`config.mk`:
```
export PLATFORM = sky130hd
export DESIGN_NAME = load_store_unit_flat
export DESIGN_NICKNAME = d
export VERILOG_FILES = /design/src/rtl/load_store_unit_pkg.sv /design/src/rtl/load_store_unit_if.sv /design/src/rtl/load_store_unit_lane_align.sv /design/src/rtl/load_store_unit.sv /design/src/flat_wrapper.sv
export SDC_FILE = /design/constraint.sdc
export NUM_CORES = 1
export LEC_CHECK = 0
export BUFFER_PORTS_ARGS = -buffer_cell sky130_fd_sc_hd__clkbuf_2
export CAP_MARGIN = 20
export CORE_ASPECT_RATIO = 1.2
export CORE_MARGIN = 2
export CORE_UTILIZATION = 45
export CTS_CLUSTER_SIZE = 20
export DETAILED_ROUTE_END_ITERATION = 7
export PLACE_DENSITY = 0.76
export SETUP_SLACK_MARGIN = 0.2
export SLEW_MARGIN = 20
export SYNTH_ARGS = -nofsm -noshare
export SYNTH_HDL_FRONTEND = slang
export SYNTH_SLANG_ARGS = --single-unit
```
`constraint.sdc`:
```
create_clock -name clk -period 3 [get_ports clk]
set_clock_uncertainty 0.2 [all_clocks]
set_input_delay 0.15 -clock clk [delete_from_list [all_inputs] [get_ports clk]]
set_output_delay 0.15 -clock clk [all_outputs]
set_load 0.005 [all_outputs]
```
`src/rtl/load_store_unit_pkg.sv`:
```
// Shared definitions for the RV32I load/store unit: access sizes, FSM state
// encodings and the request legality check.
package load_store_unit_pkg;

  localparam logic [1:0] LS_SIZE_BYTE    = 2'b00;
  localparam logic [1:0] LS_SIZE_HALF    = 2'b01;
  localparam logic [1:0] LS_SIZE_WORD    = 2'b10;
  localparam logic [1:0] LS_SIZE_ILLEGAL = 2'b11;

  typedef enum logic [1:0] {
    LS_ST_IDLE = 2'b00,
    LS_ST_REQ  = 2'b01,
    LS_ST_DONE = 2'b10,
    LS_ST_ERR  = 2'b11
  } ls_state_e;

  // An access is rejected before touching the bus when it is neither a pure
  // load nor a pure store, has an illegal size, or is misaligned for its size.
  function automatic logic ls_access_illegal(input logic       rd,
                                             input logic       wr,
                                             input logic [1:0] size,
                                             input logic [1:0] addr_lo);
    logic bad;
    bad = (rd == wr);
    case (size)
      LS_SIZE_BYTE: bad = bad;
      LS_SIZE_HALF: bad = bad | addr_lo[0];
      LS_SIZE_WORD: bad = bad | (addr_lo != 2'b00);
      default:      bad = 1'b1;
    endcase
    return bad;
  endfunction

endpackage

```
`src/rtl/load_store_unit_if.sv`:
```
// Word-wide request/acknowledge data bus between the load/store unit and memory.
interface load_store_unit_if;
  logic        bus_req;
  logic        bus_we;
  logic [31:0] bus_addr;
  logic [3:0]  bus_wstrb;
  logic [31:0] bus_wdata;
  logic        bus_ack;
  logic [31:0] bus_rdata;

  modport master (
    output bus_req, bus_we, bus_addr, bus_wstrb, bus_wdata,
    input  bus_ack, bus_rdata
  );

  modport slave (
    input  bus_req, bus_we, bus_addr, bus_wstrb, bus_wdata,
    output bus_ack, bus_rdata
  );
endinterface

```
`src/rtl/load_store_unit_lane_align.sv`:
```
// Combinational byte-lane steering: store strobes/replicated data and the
// aligned, sign- or zero-extended load result.
module lsu_lane_align
  import load_store_unit_pkg::*;
(
  input  logic [1:0]  addr_lo,
  input  logic [1:0]  size,
  input  logic        is_unsigned,
  input  logic        is_store,
  input  logic [31:0] st_data,
  input  logic [31:0] rd_word,
  output logic [3:0]  wstrb,
  output logic [31:0] wdata,
  output logic [31:0] ld_data
);

  logic        [7:0]  ld_byte;
  logic        [15:0] ld_half;
  logic signed [7:0]  byte_s;
  logic signed [15:0] half_s;
  logic signed [31:0] byte_sx;
  logic signed [31:0] half_sx;

  always_comb begin
    case (addr_lo)
      2'd0:    ld_byte = rd_word[7:0];
      2'd1:    ld_byte = rd_word[15:8];
      2'd2:    ld_byte = rd_word[23:16];
      default: ld_byte = rd_word[31:24];
    endcase
    ld_half = addr_lo[1] ? rd_word[31:16] : rd_word[15:0];
    byte_s  = ld_byte;
    half_s  = ld_half;
    byte_sx = 32'(byte_s);
    half_sx = 32'(half_s);

    wstrb   = 4'b0000;
    wdata   = st_data;
    ld_data = rd_word;
    case (size)
      LS_SIZE_BYTE: begin
        wstrb   = 4'b0001 << addr_lo;
        wdata   = {4{st_data[7:0]}};
        ld_data = is_unsigned ? {24'b0, ld_byte} : byte_sx;
      end
      LS_SIZE_HALF: begin
        wstrb   = addr_lo[1] ? 4'b1100 : 4'b0011;
        wdata   = {2{st_data[15:0]}};
        ld_data = is_unsigned ? {16'b0, ld_half} : half_sx;
      end
      LS_SIZE_WORD: wstrb = 4'b1111;
      default:      wstrb = 4'b0000;
    endcase
    // Loads never enable byte lanes on the bus.
    if (!is_store) wstrb = 4'b0000;
  end

endmodule

```
`src/rtl/load_store_unit.sv`:
```
// RV32I data-memory access engine: latches one decoded load/store, runs a
// single req/ack bus transaction and returns the extended load result.
module load_store_unit
  import load_store_unit_pkg::*;
#(
  parameter int TIMEOUT = 0
) (
  input  logic               clk,
  input  logic               reset,
  input  logic               start,
  input  logic               data_r,
  input  logic               data_w,
  input  logic [1:0]         data_size,
  input  logic               unsigned_value,
  input  logic [31:0]        addr,
  input  logic [31:0]        wdata,
  output logic [31:0]        rd_data,
  output logic               done,
  output logic               err,
  output logic               busy,
  load_store_unit_if.master  bus
);

  localparam int CNT_W = (TIMEOUT > 0) ? $clog2(TIMEOUT + 1) : 1;
  localparam logic [CNT_W-1:0] CNT_MAX  = '1;
  localparam logic [CNT_W-1:0] CNT_LAST = CNT_W'((TIMEOUT > 0) ? TIMEOUT - 1 : 0);

  ls_state_e         state_q, state_d;
  logic [CNT_W-1:0]  cnt_q, cnt_d;
  logic              is_load_q, is_load_d;
  logic [1:0]        size_q, size_d;
  logic              uns_q, uns_d;
  logic [1:0]        addr_lo_q, addr_lo_d;
  logic [31:0]       rd_data_q, rd_data_d;
  logic              done_q, done_d;
  logic              err_q, err_d;
  logic              busy_q, busy_d;
  logic              bus_req_q, bus_req_d;
  logic              bus_we_q, bus_we_d;
  logic [31:0]       bus_addr_q, bus_addr_d;
  logic [3:0]        bus_wstrb_q, bus_wstrb_d;
  logic [31:0]       bus_wdata_q, bus_wdata_d;

  logic              in_idle;
  logic [1:0]        al_addr_lo;
  logic [1:0]        al_size;
  logic              al_uns;
  logic [3:0]        al_wstrb;
  logic [31:0]       al_wdata;
  logic [31:0]       al_ld;

  // One aligner serves both phases: raw inputs while idle (store lanes for the
  // upcoming request), latched fields afterwards (load extraction on ack).
  assign in_idle    = (state_q == LS_ST_IDLE);
  assign al_addr_lo = in_idle ? addr[1:0]      : addr_lo_q;
  assign al_size    = in_idle ? data_size      : size_q;
  assign al_uns     = in_idle ? unsigned_value : uns_q;

  lsu_lane_align u_align (
    .addr_lo     (al_addr_lo),
    .size        (al_size),
    .is_unsigned (al_uns),
    .is_store    (data_w),
    .st_data     (wdata),
    .rd_word     (bus.bus_rdata),
    .wstrb       (al_wstrb),
    .wdata       (al_wdata),
    .ld_data     (al_ld)
  );

  always_comb begin
    state_d     = state_q;
    cnt_d       = cnt_q;
    is_load_d   = is_load_q;
    size_d      = size_q;
    uns_d       = uns_q;
    addr_lo_d   = addr_lo_q;
    rd_data_d   = rd_data_q;
    bus_we_d    = bus_we_q;
    bus_addr_d  = bus_addr_q;
    bus_wstrb_d = bus_wstrb_q;
    bus_wdata_d = bus_wdata_q;

    case (state_q)
      LS_ST_IDLE: begin
        if (start) begin
          is_load_d = data_r;
          size_d    = data_size;
          uns_d     = unsigned_value;
          addr_lo_d = addr[1:0];
          if (ls_access_illegal(data_r, data_w, data_size, addr[1:0])) begin
            state_d = LS_ST_ERR;
          end else begin
            state_d     = LS_ST_REQ;
            cnt_d       = '0;
            bus_we_d    = data_w;
            bus_addr_d  = {addr[31:2], 2'b00};
            bus_wstrb_d = al_wstrb;
            bus_wdata_d = al_wdata;
          end
        end
      end
      LS_ST_REQ: begin
        // Ack takes priority over a timeout expiring in the same cycle.
        if (bus.bus_ack) begin
          if (is_load_q) rd_data_d = al_ld;
          state_d = LS_ST_DONE;
        end else if ((TIMEOUT != 0) && (cnt_q == CNT_LAST)) begin
          state_d = LS_ST_ERR;
        end else if (cnt_q != CNT_MAX) begin
          cnt_d = cnt_q + 1'b1;
        end
      end
      LS_ST_DONE: state_d = LS_ST_IDLE;
      LS_ST_ERR:  state_d = LS_ST_IDLE;
      default:    state_d = LS_ST_IDLE;
    endcase

    // Outputs are registered copies of the next state's decode.
    done_d    = (state_d == LS_ST_DONE);
    err_d     = (state_d == LS_ST_ERR);
    busy_d    = (state_d != LS_ST_IDLE);
    bus_req_d = (state_d == LS_ST_REQ);
  end

  always_ff @(posedge clk) begin
    if (reset) begin
      state_q     <= LS_ST_IDLE;
      cnt_q       <= '0;
      rd_data_q   <= '0;
      done_q      <= 1'b0;
      err_q       <= 1'b0;
      busy_q      <= 1'b0;
      bus_req_q   <= 1'b0;
      bus_we_q    <= 1'b0;
      bus_addr_q  <= '0;
      bus_wstrb_q <= '0;
      bus_wdata_q <= '0;
    end else begin
      state_q     <= state_d;
      cnt_q       <= cnt_d;
      rd_data_q   <= rd_data_d;
      done_q      <= done_d;
      err_q       <= err_d;
      busy_q      <= busy_d;
      bus_req_q   <= bus_req_d;
      bus_we_q    <= bus_we_d;
      bus_addr_q  <= bus_addr_d;
      bus_wstrb_q <= bus_wstrb_d;
      bus_wdata_q <= bus_wdata_d;
    end
  end

  // Request fields are only consumed after a start, so they need no reset.
  always_ff @(posedge clk) begin
    is_load_q <= is_load_d;
    size_q    <= size_d;
    uns_q     <= uns_d;
    addr_lo_q <= addr_lo_d;
  end

  assign rd_data       = rd_data_q;
  assign done          = done_q;
  assign err           = err_q;
  assign busy          = busy_q;
  assign bus.bus_req   = bus_req_q;
  assign bus.bus_we    = bus_we_q;
  assign bus.bus_addr  = bus_addr_q;
  assign bus.bus_wstrb = bus_wstrb_q;
  assign bus.bus_wdata = bus_wdata_q;

endmodule

```
`src/flat_wrapper.sv`:
```
// flat-port wrapper written by rule: the top's interface ports become plain ports
module load_store_unit_flat import load_store_unit_pkg::*;
#(
  parameter int TIMEOUT = 0
)
  (clk, reset, start, data_r, data_w, data_size, unsigned_value, addr, wdata, rd_data, done, err, busy, bus_bus_req, bus_bus_we, bus_bus_addr, bus_bus_wstrb, bus_bus_wdata, bus_bus_ack, bus_bus_rdata);
  load_store_unit_if bus_i ();
  input  logic clk;
  input  logic reset;
  input  logic start;
  input  logic data_r;
  input  logic data_w;
  input  logic [1:0] data_size;
  input  logic unsigned_value;
  input  logic [31:0] addr;
  input  logic [31:0] wdata;
  output logic [31:0] rd_data;
  output logic done;
  output logic err;
  output logic busy;
  output wire logic [$bits(bus_i.bus_req)-1:0] bus_bus_req;
  output wire logic [$bits(bus_i.bus_we)-1:0] bus_bus_we;
  output wire logic [$bits(bus_i.bus_addr)-1:0] bus_bus_addr;
  output wire logic [$bits(bus_i.bus_wstrb)-1:0] bus_bus_wstrb;
  output wire logic [$bits(bus_i.bus_wdata)-1:0] bus_bus_wdata;
  input wire logic [$bits(bus_i.bus_ack)-1:0] bus_bus_ack;
  input wire logic [$bits(bus_i.bus_rdata)-1:0] bus_bus_rdata;
  assign bus_bus_req = bus_i.bus_req;
  assign bus_bus_we = bus_i.bus_we;
  assign bus_bus_addr = bus_i.bus_addr;
  assign bus_bus_wstrb = bus_i.bus_wstrb;
  assign bus_bus_wdata = bus_i.bus_wdata;
  assign bus_i.bus_ack = bus_bus_ack;
  assign bus_i.bus_rdata = bus_bus_rdata;
  load_store_unit #(.TIMEOUT(TIMEOUT)) u_core (.clk(clk), .reset(reset), .start(start), .data_r(data_r), .data_w(data_w), .data_size(data_size), .unsigned_value(unsigned_value), .addr(addr), .wdata(wdata), .rd_data(rd_data), .done(done), .err(err), .busy(busy), .bus(bus_i));
endmodule
```
# Word level (Yosys, flattened, before mapping)
# Index checks and enable logic that the tools add are counted.
dict set report totals {
  in_bits 105
  elab_cells 60
  regBits 111
  output_inout_bits 105
}
dict set report op_classes {
  n_bitwise 3
  reduce_logical 10
  shifts 1
  eq_ne 13
  mux 19
}
# operator count
set op_table {}
lappend op_table {{$pmux W32 S2} 2}
lappend op_table {{$mux W32} 2}
lappend op_table {{$pmux W8 S3} 1}
lappend op_table {{$mux W16} 1}
lappend op_table {{$eq A2 B2 Y1 const B} 7}
lappend op_table {{$pmux W4 S3} 1}
lappend op_table {{$eq A2 B1 Y1 const B} 5}
lappend op_table {{$mux W2} 5}
lappend op_table {{$logic_not A2 Y1} 4}
lappend op_table {{$mux W4} 2}
lappend op_table {{$pmux W2 S3} 1}
lappend op_table {{$reduce_and A3 Y1} 2}
lappend op_table {{$reduce_bool A2 Y1} 2}
lappend op_table {{$shl A1 B2 Y4 const A} 1}
lappend op_table {{$mux W1} 3}
lappend op_table {{$pmux W1 S3} 1}
lappend op_table {{$or A1 B1 Y1} 2}
lappend op_table {{$reduce_and A2 Y1} 1}
lappend op_table {{$reduce_or A2 Y1} 1}
lappend op_table {{$eq A1 B1 Y1} 1}
lappend op_table {{$not A1 Y1} 1}

# Logic depth before layout (Yosys ltp)
dict set report depth {
  word_depth 9
  mapped_depth 9
  ltp_nobuf 7
}

# By module
# From an unflattened synthesis, not the netlist that was laid out.
dict set report unflattened {
  cells_unflattened 681
  area_unflattened_um2 5928.2
}
# mod area_per_inst_um2 instances cells_per_inst seq_area_each_um2
set by_module_without_submodules {}
lappend by_module_without_submodules {load_store_unit 4601.9 1 472 2282.2}
lappend by_module_without_submodules {lsu_lane_align 1326.3 1 209 0.0}

# Worst setup path after synthesis
# OpenSTA, ideal clock, no wires.
dict set report synth_timing {
  path_type {in2reg}
  from {in data_size[0]}
  to {reg u_core.bus_wdata_q[10], in the netlist u_core.bus.bus_wdata[10]}
  arrival_time_ps 1853
  required_ps 2709
  setup_slack_ps 856
  path_buffers 2
  path_stages 9
  setup_time_ps 91
  path_cell_list {inv_1 -> ha_1 -> or2_2 -> a221oi_1 -> and2_1 -> buf_2 -> buf_2 -> nor2_1 -> a311oi_1}
}
dict set report synth_between {
  elab_chain_cells 6
  word_cells_on_any_way 12
  cone_classes {3 x eq/ne; 5 x mux; 1 x bitwise; 3 x reduce/logical}
}
# item line
set synth_rtl {}
lappend synth_rtl {{from (decl)} flat_wrapper.sv:13} ;# input logic [1:0] data_size;
lappend synth_rtl {{$eq A2 B2 Y1 (tied with other cells)} load_store_unit_pkg.sv:25} ;# case (size)
lappend synth_rtl {{$pmux W1 S3} load_store_unit_pkg.sv:25}
lappend synth_rtl {{$mux W1} load_store_unit.sv:86} ;# if (start) begin
lappend synth_rtl {{$mux W1} load_store_unit.sv:84} ;# case (state_q)
lappend synth_rtl {{$not A1 Y1 (no line)} --}
lappend synth_rtl {{$reduce_and A3 Y1 (no line)} --}
lappend synth_rtl {{to (signal assigned)} load_store_unit.sv:150} ;# bus_wdata_q <= bus_wdata_d;
lappend synth_rtl {{to (decl)} load_store_unit.sv:42} ;# logic [31:0] bus_wdata_q, bus_wdata_d;
# Parallel ways exist; a longest one is shown, timed or not. The select of a mux whose other input is x is not followed.
# A chain may end at the register's enable or synchronous reset.

# Worst setup path after layout
dict set report layout_timing {
  from {in data_size[1]}
  to {reg u_core.rd_data_q[5], in the netlist u_core.rd_data[5]}
}
dict set report layout_between {
  elab_chain_cells 3
  word_cells_on_any_way 4
  cone_classes {1 x eq/ne; 2 x mux; 1 x reduce/logical}
}
# item line
set layout_rtl {}
lappend layout_rtl {{$mux W2 *} load_store_unit.sv:56} ;# assign al_size = in_idle ? data_size : size_q;
lappend layout_rtl {{$eq A2 B1 Y1 or $logic_not A2 Y1 (tied branches)} load_store_unit_lane_align.sv:40} ;# case (size)
lappend layout_rtl {{$pmux W32 S2 *} load_store_unit_lane_align.sv:40}
lappend layout_rtl {{to (signal assigned)} load_store_unit.sv:142} ;# rd_data_q <= rd_data_d;
lappend layout_rtl {{to (decl)} load_store_unit.sv:34} ;# logic [31:0] rd_data_q, rd_data_d;
# Every way passes the cells marked *; elsewhere a longest branch is shown, timed or not.

==> summary by stage <==
STA
The tightest slew margin relative to the limit is 0.4223. Setup slack on the critical path of the routed design comes to 346.3 ps. The hold violation total from the final report is 0. The worst path needs 2654 ps of the cycle, external delays included. The number of slew-limit violations in the final report is 0. After routing, the total negative slack on setup checks comes to 0 ps. The final setup violation count is 0. The portion of the clock cycle consumed by the worst path in the final layout is 0.8846. At the pin with the least slew margin, the transition time is 866.5 ps. Static timing analysis puts the maximum clock frequency at 0.3768 GHz.

Setup repair after global routing could not meet its margin everywhere.

Yosys
The number of different library cells used by synthesis comes to 58. The synthesized area per cell is 8.570 µm². The share of the Yosys chip area taken by registers is 0.4607. In this run, synthesis inferred 6 flip-flops with an integrated enable.

The most frequently used flop master after synthesis is dfxtp_1. The register bit total from synthesis is 111. Synthesis handed over a netlist of 578 instances. After synthesis, the share of flip-flops with an asynchronous set or reset is 0. The number of warnings issued by yosys is 0. The area of the mapped netlist is 4954 µm².

Run status
The flow ran to the end, and the final reports show no timing, DRC or antenna violations.

GRT
The remaining global-route overflow is 0. The number of antenna violations at the first check in global routing is 0. The first global-routing pass estimated 27380 µm of wire. The pin count of the biggest net entering global routing is 44. The number of global-route vias before repair came to 5666. The total routing usage reported by global routing is 0.2855.

Finish
The net total in the final layout is 978. The post-synthesis to final-layout area growth is 50.29%. In the final layout, the share of cells above drive strength 1 is 0.3131.

The core occupancy in the finished layout is 0.7011.

Routing
The detail route stage leaves a number of antenna-violating nets equal to 0. The first detailed-routing pass ran for 8 iterations. The number of design-rule violations left by the first detailed-router iteration is 493. The detail-routed via count per cell is 5.721. The routed layout has 5750 vias. After detailed routing, the total wire length is 17610 µm. In the routed design, unresolved DRC markers number 0.

In the final routed layout, each cell accounts on average for 17.53 µm.

Clock network
The clock tree root driver cell is clkbuf_16. The number of buffers created by CTS is 9. The clock slew seen by the registers of the worst setup and hold paths is 80 ps.

The clock passes through at most 2 buffers. At the later pin of the worst-skew pair, clock insertion delay measures 340 ps. CTS saw 111 sinks. TritonCTS built the clock tree. In this run the number of H-tree levels came out at 3.

Min path
The path category of the worst min-delay check is input pin to register.

Die
The number of rows in the core area is 41. In this run the horizontal extent of the chip is 99.78 µm. After floorplanning, the core was sized to cover 10620 µm². For this configuration, the core starts out at a cell density of 0.4665.

During I/O placement, the number of pins put on the boundary was 210. The die extent in y is 118.9 µm. The full die area is 11870 µm².

Critical path
The category of the critical setup timing path is input pin to register. The category of the worst setup path capture point is a register. Data arrives at the worst endpoint at 2700 ps.

STA classifies the critical path startpoint as an input pin. The required time reported for the critical path endpoint is 3040 ps. In this run the worst path has a maximum fanout of 17.

Placed design
During placement, the flow inserted port buffers numbering 207. The HPWL after detailed placement is 11150 µm. At the end of routability-driven placement, the weighted congestion stood at 0.9461.

Prior to clock tree synthesis, the placed netlist has a worst setup slack of 396.4 ps.

Power
The analysis attributes to cell leakage a power of 3.118 nW. The worst-case vdd ir drop is 0.0003075 V. The power density of the placed cells is 493.2 nW/µm².

Run
Max-cap violations in this run came to 0.
-- cells in the mapped netlist (all sizes together), types with 2 or more instances --
| cell | n | area share |
|---|---|---|
| a21boi | 4 | 0.0083 |
| a222oi | 8 | 0.016 |
| a21oi | 52 | 0.053 |
| edfxtp | 6 | 0.036 |
| or3b | 2 | 0.0035 |
| nand2 | 138 | 0.10 |
| a21o | 2 | 0.0030 |
| nand4b | 2 | 0.0035 |
| ha | 3 | 0.0076 |
| nand2b | 2 | 0.0025 |
| a311oi | 46 | 0.11 |
| nor2 | 64 | 0.048 |
| nor2b | 8 | 0.010 |
| a211oi | 10 | 0.016 |
| o31ai | 4 | 0.0071 |
| nor3 | 8 | 0.0081 |
| a221oi | 8 | 0.014 |
| or2 | 2 | 0.0025 |
| and2 | 3 | 0.0038 |
| clkbuf | 31 | 0.023 |
| buf | 15 | 0.019 |
| o211ai | 9 | 0.014 |
| o21a | 3 | 0.0045 |
| inv | 3 | 0.0023 |
| nand3 | 10 | 0.010 |
| nand3b | 2 | 0.0030 |
| and3 | 2 | 0.0025 |
| dfxtp | 105 | 0.42 |
| o21ai | 8 | 0.0088 |
-- placed cells by master, fill, tap and decap left out, types with 3 or more instances in the layout --
cell type	n
dfxtp_1	105
o21a_1	3
o31ai_1	3
a221oi_1	7
nor2_1	64
a311oi_2	19
a311oi_1	27
a211oi_1	9
a222oi_1	8
clkbuf_2	205
dlygate4sd3_1	99
buf_4	16
a21oi_1	52
nand3_1	10
o21ai_1	4
clkbuf_16	10
ha_1	3
nand2_1	138
o21ai_0	3
nor2b_1	8
nor3_1	8
inv_1	3
edfxtp_1	6
o211ai_1	9
inv_6	4
-- final timing paths --
path / start / end / slack, ps / depth (start not counted)
max: data_size[1] / u_core.rd_data[5] / 350 / 7
min: wdata[24] / u_core.bus.bus_wdata[24] / 10 / 3
max reg2reg: u_core.state_q[0] / u_core.rd_data[5] / 370 / 6
min reg2reg: u_core.bus.bus_addr[9] / u_core.bus.bus_addr[9] / 250 / 2
-- through the flow --
| stage | total power, mW | instance area (µm²) | instances | hold slack [ps] |
|---|---|---|---|---|
| detailed placement | 2.379 | 6110 | 887 | 169.1 |
| floorplan | 2.076 | 4957 | 579 | 34.28 |
| global route | 3.829 | 7442 | 1004 | 13.27 |
| global placement | 2.359 | 6110 | 887 | 167.3 |
| finish | 3.671 | 7445 | 1005 | 11.61 |
| CTS | 3.655 | 7396 | 1002 | 0.006495 |
-- metal layers --
metal,share of wire,GRT usage,vias to the layer above,wire length [µm]
li1,-,-,2666,-
met4,0.052,0.1592,0,908
met5,0,0,-,0
met1,0.38,0.3351,2680,6752
met2,0.49,0.4793,321,8600
met3,0.077,0.06103,83,1352
-- worst max-delay path: stages --
cell           delay, ps
dlygate4sd3_1        540
clkbuf_4             200
or4_4                520
a21boi_4             230
nor2_1               570
nand3_1              150
a311oi_1             330
-- final cells by class --
class,instances,area (µm²)
Sequential cell,111,2282
Tap cell,129,161.4
Clock inverter,7,70.07
Inverter,3,11.26
Multi-Input combinational cell,419,2464
Fill cell,774,3174
Antenna cell,1,2.502
Timing Repair Buffer,326,2228
Clock buffer,9,225.2
-- report_power, final --
part / internal [mW] / switching [mW] / leakage (nW) / total [mW]
combinational: 0.382 / 0.471 / 2.06 / 0.852
clock: 0.590 / 0.594 / 0.142 / 1.18
sequential: 1.58 / 0.0564 / 0.912 / 1.64
total: 2.55 / 1.12 / 3.12 / 3.67
-- state kept, by name, summed over array words and instances (netlist names) --
signal                cells
u_core.bus.bus_addr      30
u_core.addr_lo_q          2
u_core.bus.bus_wstrb      4
u_core.rd_data           32
u_core.bus.bus_we         1
u_core.uns_q              1
u_core.size_q             2
u_core.is_load_q          1
u_core.busy               1
u_core.bus.bus_wdata     32
u_core.state_q            2
u_core.bus.bus_req        1
u_core.done               1
u_core.err                1
-- timing repair --
action,CTS,global route
hold buffers,99,0
endpoints found under the hold margin,98,0
buffers inserted,0,0
endpoints found under the setup margin,0,57
resized for setup,0,7
-- logic make-up (layout without fill, tap and decap cells) --
group / count (synthesis) / after routing / synth area share
and+or+nand+nor: 249 / 249 / 0.2139
AOI/OAI and AO/OA: 163 / 163 / 0.2662
DFF: 111 / 111 / 0.4607
buffers and inverters: 49 / 345 / 0.04445
adders and majority gates: 3 / 3 / 0.007578
other: 1 / 3 / 0.0007570
xor gates and xnor gates: 1 / 1 / 0.001768
muxes: 1 / 1 / 0.004546
No activity file was read; power rests on OpenSTA's default activity.
